`config.mk`:
```
export PLATFORM = sky130hd
export DESIGN_NAME = gauge_sweep_controller_flat
export DESIGN_NICKNAME = d
export VERILOG_FILES = /design/src/rtl/gauge_sweep_controller_if.sv /design/src/rtl/gauge_sweep_controller.sv /design/src/flat_wrapper.sv
export SDC_FILE = /design/constraint.sdc
export NUM_CORES = 1
export LEC_CHECK = 0
export BUFFER_PORTS_ARGS = -buffer_cell sky130_fd_sc_hd__buf_2
export CAP_MARGIN = 20
export CORE_UTILIZATION = 50
export CTS_BUF_LIST = sky130_fd_sc_hd__clkbuf_4 sky130_fd_sc_hd__clkbuf_8
export CTS_CLUSTER_SIZE = 12
export DETAILED_ROUTE_END_ITERATION = 8
export GPL_TIMING_DRIVEN = 0
export PLACE_DENSITY = 0.68
export SYNTH_ARGS = -nofsm -noshare
export SYNTH_HDL_FRONTEND = slang
export SYNTH_SLANG_ARGS = --single-unit
export TNS_END_PERCENT = 50
```
`constraint.sdc`:
```
create_clock -name clk -period 3.95 [get_ports clk]
set_input_delay 0.79 -clock clk [delete_from_list [all_inputs] [get_ports clk]]
set_output_delay 0.79 -clock clk [all_outputs]
set_load 0.02 [all_outputs]
```
`src/rtl/gauge_sweep_controller_if.sv`:
```
// gauge_sweep_controller_if: command/status bundle between the speed datapath, the gauge controller and the servo driver
interface gauge_sweep_controller_if;
   logic       enable;
   logic [7:0] target_speed;
   logic       selftest_start;
   logic [7:0] servo_speed;
   logic       frame_tick;
   logic       busy;
   logic       at_target;
   modport master (output enable, target_speed, selftest_start,
                   input  servo_speed, frame_tick, busy, at_target);
   modport slave  (input  enable, target_speed, selftest_start,
                   output servo_speed, frame_tick, busy, at_target);
endinterface

```
`src/rtl/gauge_sweep_controller.sv`:
```
// gauge_sweep_controller: needle self-test sweep plus slew-limited tracking/parking, updated once per servo frame
module gauge_sweep_controller #(
   parameter int FRAME_CYCLES = 1_000_000,
   parameter int STEP         = 4,
   parameter int SWEEP_STEP   = 8,
   parameter int HOLD_FRAMES  = 25
) (
   input logic                     clk,
   input logic                     rst,
   gauge_sweep_controller_if.slave bus
);
   localparam int CW = $clog2(FRAME_CYCLES);
   localparam int HW = $clog2(HOLD_FRAMES + 1);
   typedef enum logic [2:0] {SWEEP_UP, HOLD, SWEEP_DOWN, TRACK, PARK} state_t;
   state_t        state_q, state_d;
   logic [CW-1:0] cnt_q, cnt_d;
   logic          tick_q, tick_d;
   logic [7:0]    speed_q, speed_d;
   logic [HW-1:0] hold_q, hold_d, hold_inc;
   logic          req_q, req_d;
   logic          idle, go_up;
   logic [8:0]    up_sum;
   logic [7:0]    up_val, down_val, park_val, track_val, diff;
   assign tick_d   = cnt_q == CW'(FRAME_CYCLES - 1);
   assign cnt_d    = tick_d ? '0 : cnt_q + CW'(1);
   assign idle     = state_q == TRACK || state_q == PARK;
   assign up_sum   = {1'b0, speed_q} + 9'(SWEEP_STEP);
   assign up_val   = up_sum[8] ? 8'hFF : up_sum[7:0];
   assign down_val = speed_q <= 8'(SWEEP_STEP) ? 8'd0 : speed_q - 8'(SWEEP_STEP);
   assign park_val = speed_q <= 8'(STEP) ? 8'd0 : speed_q - 8'(STEP);
   assign go_up    = bus.target_speed > speed_q;
   assign diff     = go_up ? bus.target_speed - speed_q : speed_q - bus.target_speed;
   // a gap larger than STEP guarantees speed_q +/- STEP stays strictly between speed_q and target
   assign track_val = diff <= 8'(STEP) ? bus.target_speed :
                      go_up ? speed_q + 8'(STEP) : speed_q - 8'(STEP);
   assign hold_inc = hold_q + HW'(1);
   // a start on the tick cycle itself is consumed by that tick rather than latched
   assign req_d    = tick_q ? 1'b0 : req_q | (idle & bus.selftest_start);
   always_comb begin
      state_d = state_q;
      speed_d = speed_q;
      hold_d  = hold_q;
      case (state_q)
         SWEEP_UP: if (tick_q) begin
            speed_d = up_val;
            if (up_val == 8'hFF) begin
               state_d = HOLD;
               hold_d  = '0;
            end
         end
         HOLD: if (tick_q) begin
            hold_d = hold_inc;
            if (hold_inc == HW'(HOLD_FRAMES)) state_d = SWEEP_DOWN;
         end
         SWEEP_DOWN: if (tick_q) begin
            speed_d = down_val;
            if (down_val == 8'd0) state_d = bus.enable ? TRACK : PARK;
         end
         TRACK, PARK: if (tick_q) begin
            if (req_q | bus.selftest_start) state_d = SWEEP_UP;
            else begin
               state_d = bus.enable ? TRACK : PARK;
               speed_d = bus.enable ? track_val : park_val;
            end
         end
         default: state_d = PARK;
      endcase
   end
   always_ff @(posedge clk) begin
      if (!rst) begin
         state_q <= SWEEP_UP;
         cnt_q   <= '0;
         tick_q  <= 1'b0;
         speed_q <= 8'd0;
         hold_q  <= '0;
         req_q   <= 1'b0;
      end else begin
         state_q <= state_d;
         cnt_q   <= cnt_d;
         tick_q  <= tick_d;
         speed_q <= speed_d;
         hold_q  <= hold_d;
         req_q   <= req_d;
      end
   end
   assign bus.servo_speed = speed_q;
   assign bus.frame_tick  = tick_q;
   assign bus.busy        = state_q == SWEEP_UP || state_q == HOLD || state_q == SWEEP_DOWN;
   assign bus.at_target   = state_q == TRACK && speed_q == bus.target_speed;
endmodule

```
`src/flat_wrapper.sv`:
```
// flat-port wrapper written by rule: the top's interface ports become plain ports
module gauge_sweep_controller_flat 
#(
   parameter int FRAME_CYCLES = 1_000_000,
   parameter int STEP         = 4,
   parameter int SWEEP_STEP   = 8,
   parameter int HOLD_FRAMES  = 25
)
  (clk, rst, bus_enable, bus_target_speed, bus_selftest_start, bus_servo_speed, bus_frame_tick, bus_busy, bus_at_target);
  gauge_sweep_controller_if bus_i ();
  input logic clk;
  input logic rst;
  input wire logic [$bits(bus_i.enable)-1:0] bus_enable;
  input wire logic [$bits(bus_i.target_speed)-1:0] bus_target_speed;
  input wire logic [$bits(bus_i.selftest_start)-1:0] bus_selftest_start;
  output wire logic [$bits(bus_i.servo_speed)-1:0] bus_servo_speed;
  output wire logic [$bits(bus_i.frame_tick)-1:0] bus_frame_tick;
  output wire logic [$bits(bus_i.busy)-1:0] bus_busy;
  output wire logic [$bits(bus_i.at_target)-1:0] bus_at_target;
  assign bus_i.enable = bus_enable;
  assign bus_i.target_speed = bus_target_speed;
  assign bus_i.selftest_start = bus_selftest_start;
  assign bus_servo_speed = bus_i.servo_speed;
  assign bus_frame_tick = bus_i.frame_tick;
  assign bus_busy = bus_i.busy;
  assign bus_at_target = bus_i.at_target;
  gauge_sweep_controller #(.FRAME_CYCLES(FRAME_CYCLES), .STEP(STEP), .SWEEP_STEP(SWEEP_STEP), .HOLD_FRAMES(HOLD_FRAMES)) u_core (.clk(clk), .rst(rst), .bus(bus_i));
endmodule
```
After elaboration in Yosys (flattened, before gate mapping). Cells that the tools add are included.

Register bits after elaboration: 38. Input bits: 12. Output and inout bits: 11. Word-level logic and storage cells: 78.

$add $sub $neg: 8. Magnitude comparators: 4. Eq/ne operators: 16. Muxes and demuxes: 26. Bitwise operators: 4. Reductions and logical operators: 14.

Operators by type and width (number): 8-bit two-way mux (11); 3-bit two-way mux (9); 8-bit one-hot mux with 3 select lines (1); 20-bit by 1-bit adder with 20-bit output (second input constant) (1); 20-bit == test (second input constant) (1); 8-bit by 3-bit <= comparator with 1-bit output (second input constant) (2); 8-bit subtractor (2); 5-bit two-way mux (3); 2-bit by 1-bit inequality test with 1-bit output (second input constant) (7); 3-bit one-hot mux with 4 select lines (1); 5-bit one-hot mux with 2 select lines (1); 8-bit by 4-bit adder with 9-bit output (second input constant) (1); 8-bit by 3-bit adder with 8-bit output (second input constant) (1); 8-bit == test (1); 8-bit == test (second input constant) (1); 8-bit > comparator (1); 8-bit by 4-bit <= comparator with 1-bit output (second input constant) (1); 8-bit zero test (1); 8-bit by 3-bit subtractor with 8-bit output (second input constant) (1); 8-bit by 4-bit subtractor with 8-bit output (second input constant) (1); 7-bit AND reduction (1); 3-bit by 2-bit == test with 1-bit output (second input constant) (2); 2-bit OR reduction (3); 5-bit by 1-bit adder with 5-bit output (second input constant) (1); 14 further kinds (17).

Logic depth before layout (Yosys ltp).
Depth in word-level cells: 8. Mapped depth: 14. Gate-level depth less buffers: 11.

Least setup slack after synthesis. OpenSTA, ideal clock, no wires.

Path kind: register -> register. From: register u_core.speed_q[5] (netlist: u_core.bus.servo_speed[5]). To: register u_core.speed_q[7] (netlist: u_core.bus.servo_speed[7]). Setup time: 0.123 ns. Arrival: 3.389 ns. Required time: 3.827 ns. Setup slack: 0.438 ns. Stages on the path, launching flop included: 15. Path buffers: 3. Clock period less this slack: 3.512 ns. Cell sequence: dfxtp_1 > clkbuf_1 > clkbuf_1 > inv_1 > ha_1 > buf_4 > nand4_1 > nor2_1 > a211o_1 > nand2_2 > mux4_2 > nand3_4 > mux2_1 > o211ai_1 > o21ai_1.

Word-level cells in the longest chain between the ends: 8. Elaborated cells between the ends (all ways): 22. Those cells by class: add/sub: 6; order compare: 4; mux: 12.

Ends and longest elaborated chain: start: declaration (line gauge_sweep_controller.sv:18) `logic [7:0] speed_q, speed_d;`; start signal: assignment (line gauge_sweep_controller.sv:81) `speed_q <= speed_d;`; 8-bit subtractor / 8-bit > comparator (equally long branches) (line gauge_sweep_controller.sv:32, gauge_sweep_controller.sv:31); 8-bit two-way mux (line gauge_sweep_controller.sv:32) `assign diff = go_up ? bus.target_speed - speed_q : speed_q - bus.target_speed;`; 8-bit by 3-bit <= comparator with 1-bit output (line gauge_sweep_controller.sv:34) `assign track_val = diff <= 8'(STEP) ? bus.target_speed :`; 8-bit two-way mux (line gauge_sweep_controller.sv:34); 8-bit two-way mux (line gauge_sweep_controller.sv:63) `speed_d = bus.enable ? track_val : park_val;`; 8-bit two-way mux (line gauge_sweep_controller.sv:60) `if (req_q | bus.selftest_start) state_d = SWEEP_UP;`; 8-bit two-way mux (line gauge_sweep_controller.sv:59) `TRACK, PARK: if (tick_q) begin`; 8-bit one-hot mux with 3 select lines (*) (line gauge_sweep_controller.sv:43) `case (state_q)`.

Every way passes the cells marked *; elsewhere a longest branch is shown, timed or not. The select of a mux whose other input is x is not followed. A chain may end at the register's enable or synchronous reset.

Final worst setup path.
From: register u_core.speed_q[3] (netlist: u_core.bus.servo_speed[3]). To: register u_core.speed_q[2] (netlist: u_core.bus.servo_speed[2]).

The elaborated chain is that of the path after synthesis.

==> flow_summary.yaml <==
critical_path:
  path_class: "flip-flop to flip-flop"
  cp.arrival_ns: 3.88
  r2r_start: "u_core.bus.servo_speed[3]"
  r2r_setup_slack_ns: 0.27
  cp_max_fo: 12
  rr_worst_depth: 12
  cp.required_ns: 4.15
  cp-start-kind: "flip-flop"
  r2r_end: "u_core.bus.servo_speed[2]"
  end_kind: "flip-flop"
clock_network:
  clk_latency_ns: 0.29
  cts_buffer_depth: 2
  postCtsSetupBuffers: 0
  cts_tree: "yes"
  numCtsBuffers: 5
  cts.sink_count: 38
  htree_levels: 2
  path_clk_slew_ns: 0.08
  cts-root-buf: "clkbuf_8"
drt:
  wl_per_cell_um: 15.18
  top_layer_used: "met4"
  num_vias: 3260
  drtAntennaViolNets: 0
  drc_errors: 0
  drt-vias-per-instance: 6.015
  wl_met3_um: 494
  drtPass1Iterations: 5
  m1WireLength_um: 4136
  wirelength_um: 8228
  drtIter0Drc: 199
  wl_met2_um: 3489
finish:
  nNetsFinal: 501
  drive_gt1_share_pct: 10.97
  diodes: 0
  area_growth_pct: 10.72
  fillers: 617
  fin_util_pct: 57.29
synthesis:
  yosys-top-cells-area: "dfxtp_1 (23%), ha_1 (9.6%), nor2_1 (6.1%), a21oi_1 (4.4%), o21ai_0 (4.1%)"
  synth_edf_count: 0
  syn_area_per_cell_um2: 7.476
  yosys.cell_types.count: 63
  yosysMostFrequentCell: "nor2_1"
  yosys_warnings: 0
  yosysTopAreaCellShare_pct: 23.29
  syn_area_mm2: 0.003267
  synth.top_cells.by_count: "nor2_1 (53), dfxtp_1 (38), nand2_1 (35)"
  syn_nets: 474
  synth_cells: 437
  yosysSeqAreaShare_pct: 23.29
  yosysTopAreaCell: "dfxtp_1"
  synth-seq-cells: 38
  synth-async-reset-ratio_pct: 0
  synthFlopType: "dfxtp_1"
sta:
  max_slew_margin_pct: 44.83
  hold_viol: 0
  slew_violations: 0
  fmax_mhz: 271.6
  final-setup-viol-count: 0
  setup-tns-final_ns: 0
  tightest_slew_ns: 0.8188
  min_period_over_period_pct: 93.23
  skew_ns: 0.007487
  min_period_ns: 3.682
  rsz0062_at_grt: "false"
power:
  power_leakage_nw: 1.418
  power.density_mw_per_mm2: 248.3
  peakVddDrop_v: 0.0002153
die:
  fp.coreArea_mm2: 0.006314
  rows: 29
  io_pins: 23
  die_y_um: 82.83
  die_area_mm2: 0.006861
  start_util_pct: 51.74
  die_width_um: 82.83
flow_run:
  cap_violations: 0
global_routing:
  grt_max_degree: 13
  grt_usage_pct: 24.53
  grt_pass1_vias: 3021
  grt.overflow.total: 0
  grt_pass1_wl_um: 14100
  antenna_found_initial: 0
placement:
  portBuffers: 21
  dp_hpwl_um: 6274
  gp_congestion: 0.9384
min_path:
  hold_path.class: "flip-flop to flip-flop"
  worstHoldEndpoint: "u_core.cnt_q[0]"
  holdPathStages: 1
  hold_start: "u_core.cnt_q[0]"
outcome:
  status: "completed"
timing repair:
action	in CTS	in global routing
gates resized for setup	0	9
endpoints found under the setup margin	0	7
hold buffers	0	0
endpoints found under the hold margin	0	0
worst max-delay path by stage:
stage / startpoint / to
floorplan: u_core.bus.servo_speed[5] / u_core.bus.servo_speed[7]
global placement: u_core.bus.servo_speed[5] / u_core.bus.servo_speed[7]
detailed placement: u_core.bus.servo_speed[5] / u_core.bus.servo_speed[7]
CTS: u_core.bus.servo_speed[5] / u_core.bus.servo_speed[7]
global route: u_core.bus.servo_speed[3] / u_core.bus.servo_speed[7]
finish: u_core.bus.servo_speed[3] / u_core.bus.servo_speed[2]
cells by family after synthesis:
logic type	synth area share, %
AO/OA/AOI/OAI	24.82
multiplexers	2.872
flip-flops	23.29
adder cells (fa/ha/maj)	9.575
XOR/XNOR	6.702
AND/OR/NAND/NOR	27.81
buffers and inverters	4.940
final cells by class:
class	instances	area (um^2)	area share, %
inverters	22	86.33	2.387
flip-flops and latches	38	763.2	21.10
clock inverters	2	60.06	1.660
plain buffers	15	78.83	2.179
well taps	77	96.34	2.663
clock buffers	6	82.58	2.283
repair buffers	21	105.1	2.906
multi-input cells	361	2345	64.82
through the flow:
stage | instance area, um^2 | hold slack (ns) | setup WS (ns) | std cells | power [W]
after floorplan | 3267 | 0.4258 | 0.4378 | 437 | 0.0004712
after global placement | 3468 | 0.4435 | 0.08428 | 535 | 0.0004971
after detailed placement | 3468 | 0.4602 | 0.07478 | 535 | 0.0004993
after CTS | 3611 | 0.4794 | 0.03700 | 543 | 0.0009080
after global routing | 3617 | 0.5098 | 0.005683 | 542 | 0.0009381
final | 3617 | 0.4743 | 0.2675 | 542 | 0.0008982
layout by cell type, fill, tap and decap left out, types with 3 or more instances in the layout:
master	netlist	layout
nand3b_1	5	5
a21oi_1	29	29
o21ai_0	27	27
clkbuf_1	12	8
o21ai_1	4	4
o31a_1	3	3
a31oi_1	4	4
nand3_1	19	19
ha_1	25	25
inv_1	20	20
o31ai_1	6	6
mux2i_1	6	6
xnor2_1	15	15
a211oi_1	6	6
xor2_1	10	10
o21a_1	4	4
o32ai_1	4	4
nor4_1	6	6
buf_4	3	3
clkbuf_2	0	3
nand2_1	35	35
o22ai_1	4	4
nand2b_1	5	5
dfxtp_1	38	36
and3_1	8	8
nand4_1	7	7
clkbuf_8	0	6
nor3_1	15	15
buf_2	0	21
o211ai_1	4	4
o221ai_1	3	3
nor2_1	53	53
nor2b_1	7	7
and2_1	4	4
or3_1	10	10
layer usage:
metal | vias to the layer above | track usage, %
li1 | 1642 | -
met3 | 13 | 4.374
met4 | 0 | 6.113
met5 | - | 0
met1 | 1507 | 36.25
met2 | 98 | 36.74
report_power, final:
part           total [W]  leakage, nW  switching, W  internal [W]
registers       0.000388        0.308    0.00000247      0.000385
logic           0.000104         1.04     0.0000629     0.0000415
clock network   0.000406       0.0714      0.000137      0.000269
total           0.000898         1.42      0.000202      0.000696
critical path, cell delays in order, from the launching register on:
cell       delay [ns]
dfxtp_2          0.49
inv_1            0.24
ha_1             0.37
buf_6            0.15
a21oi_1          0.15
nor2b_1          0.11
or3_1            0.38
a2111oi_0        0.45
mux4_2           0.38
and4_4           0.27
mux2i_1          0.28
a21oi_1          0.13
o32ai_2          0.19
registers in the layout, summed over array words and instances, names as in the netlist:
name                    count
u_core.cnt_q               20
u_core.bus.frame_tick       1
u_core.bus.servo_speed      8
u_core.state_q              3
u_core.req_q                1
u_core.hold_q               5
Note: power is estimated with default switching activity, not from simulation.
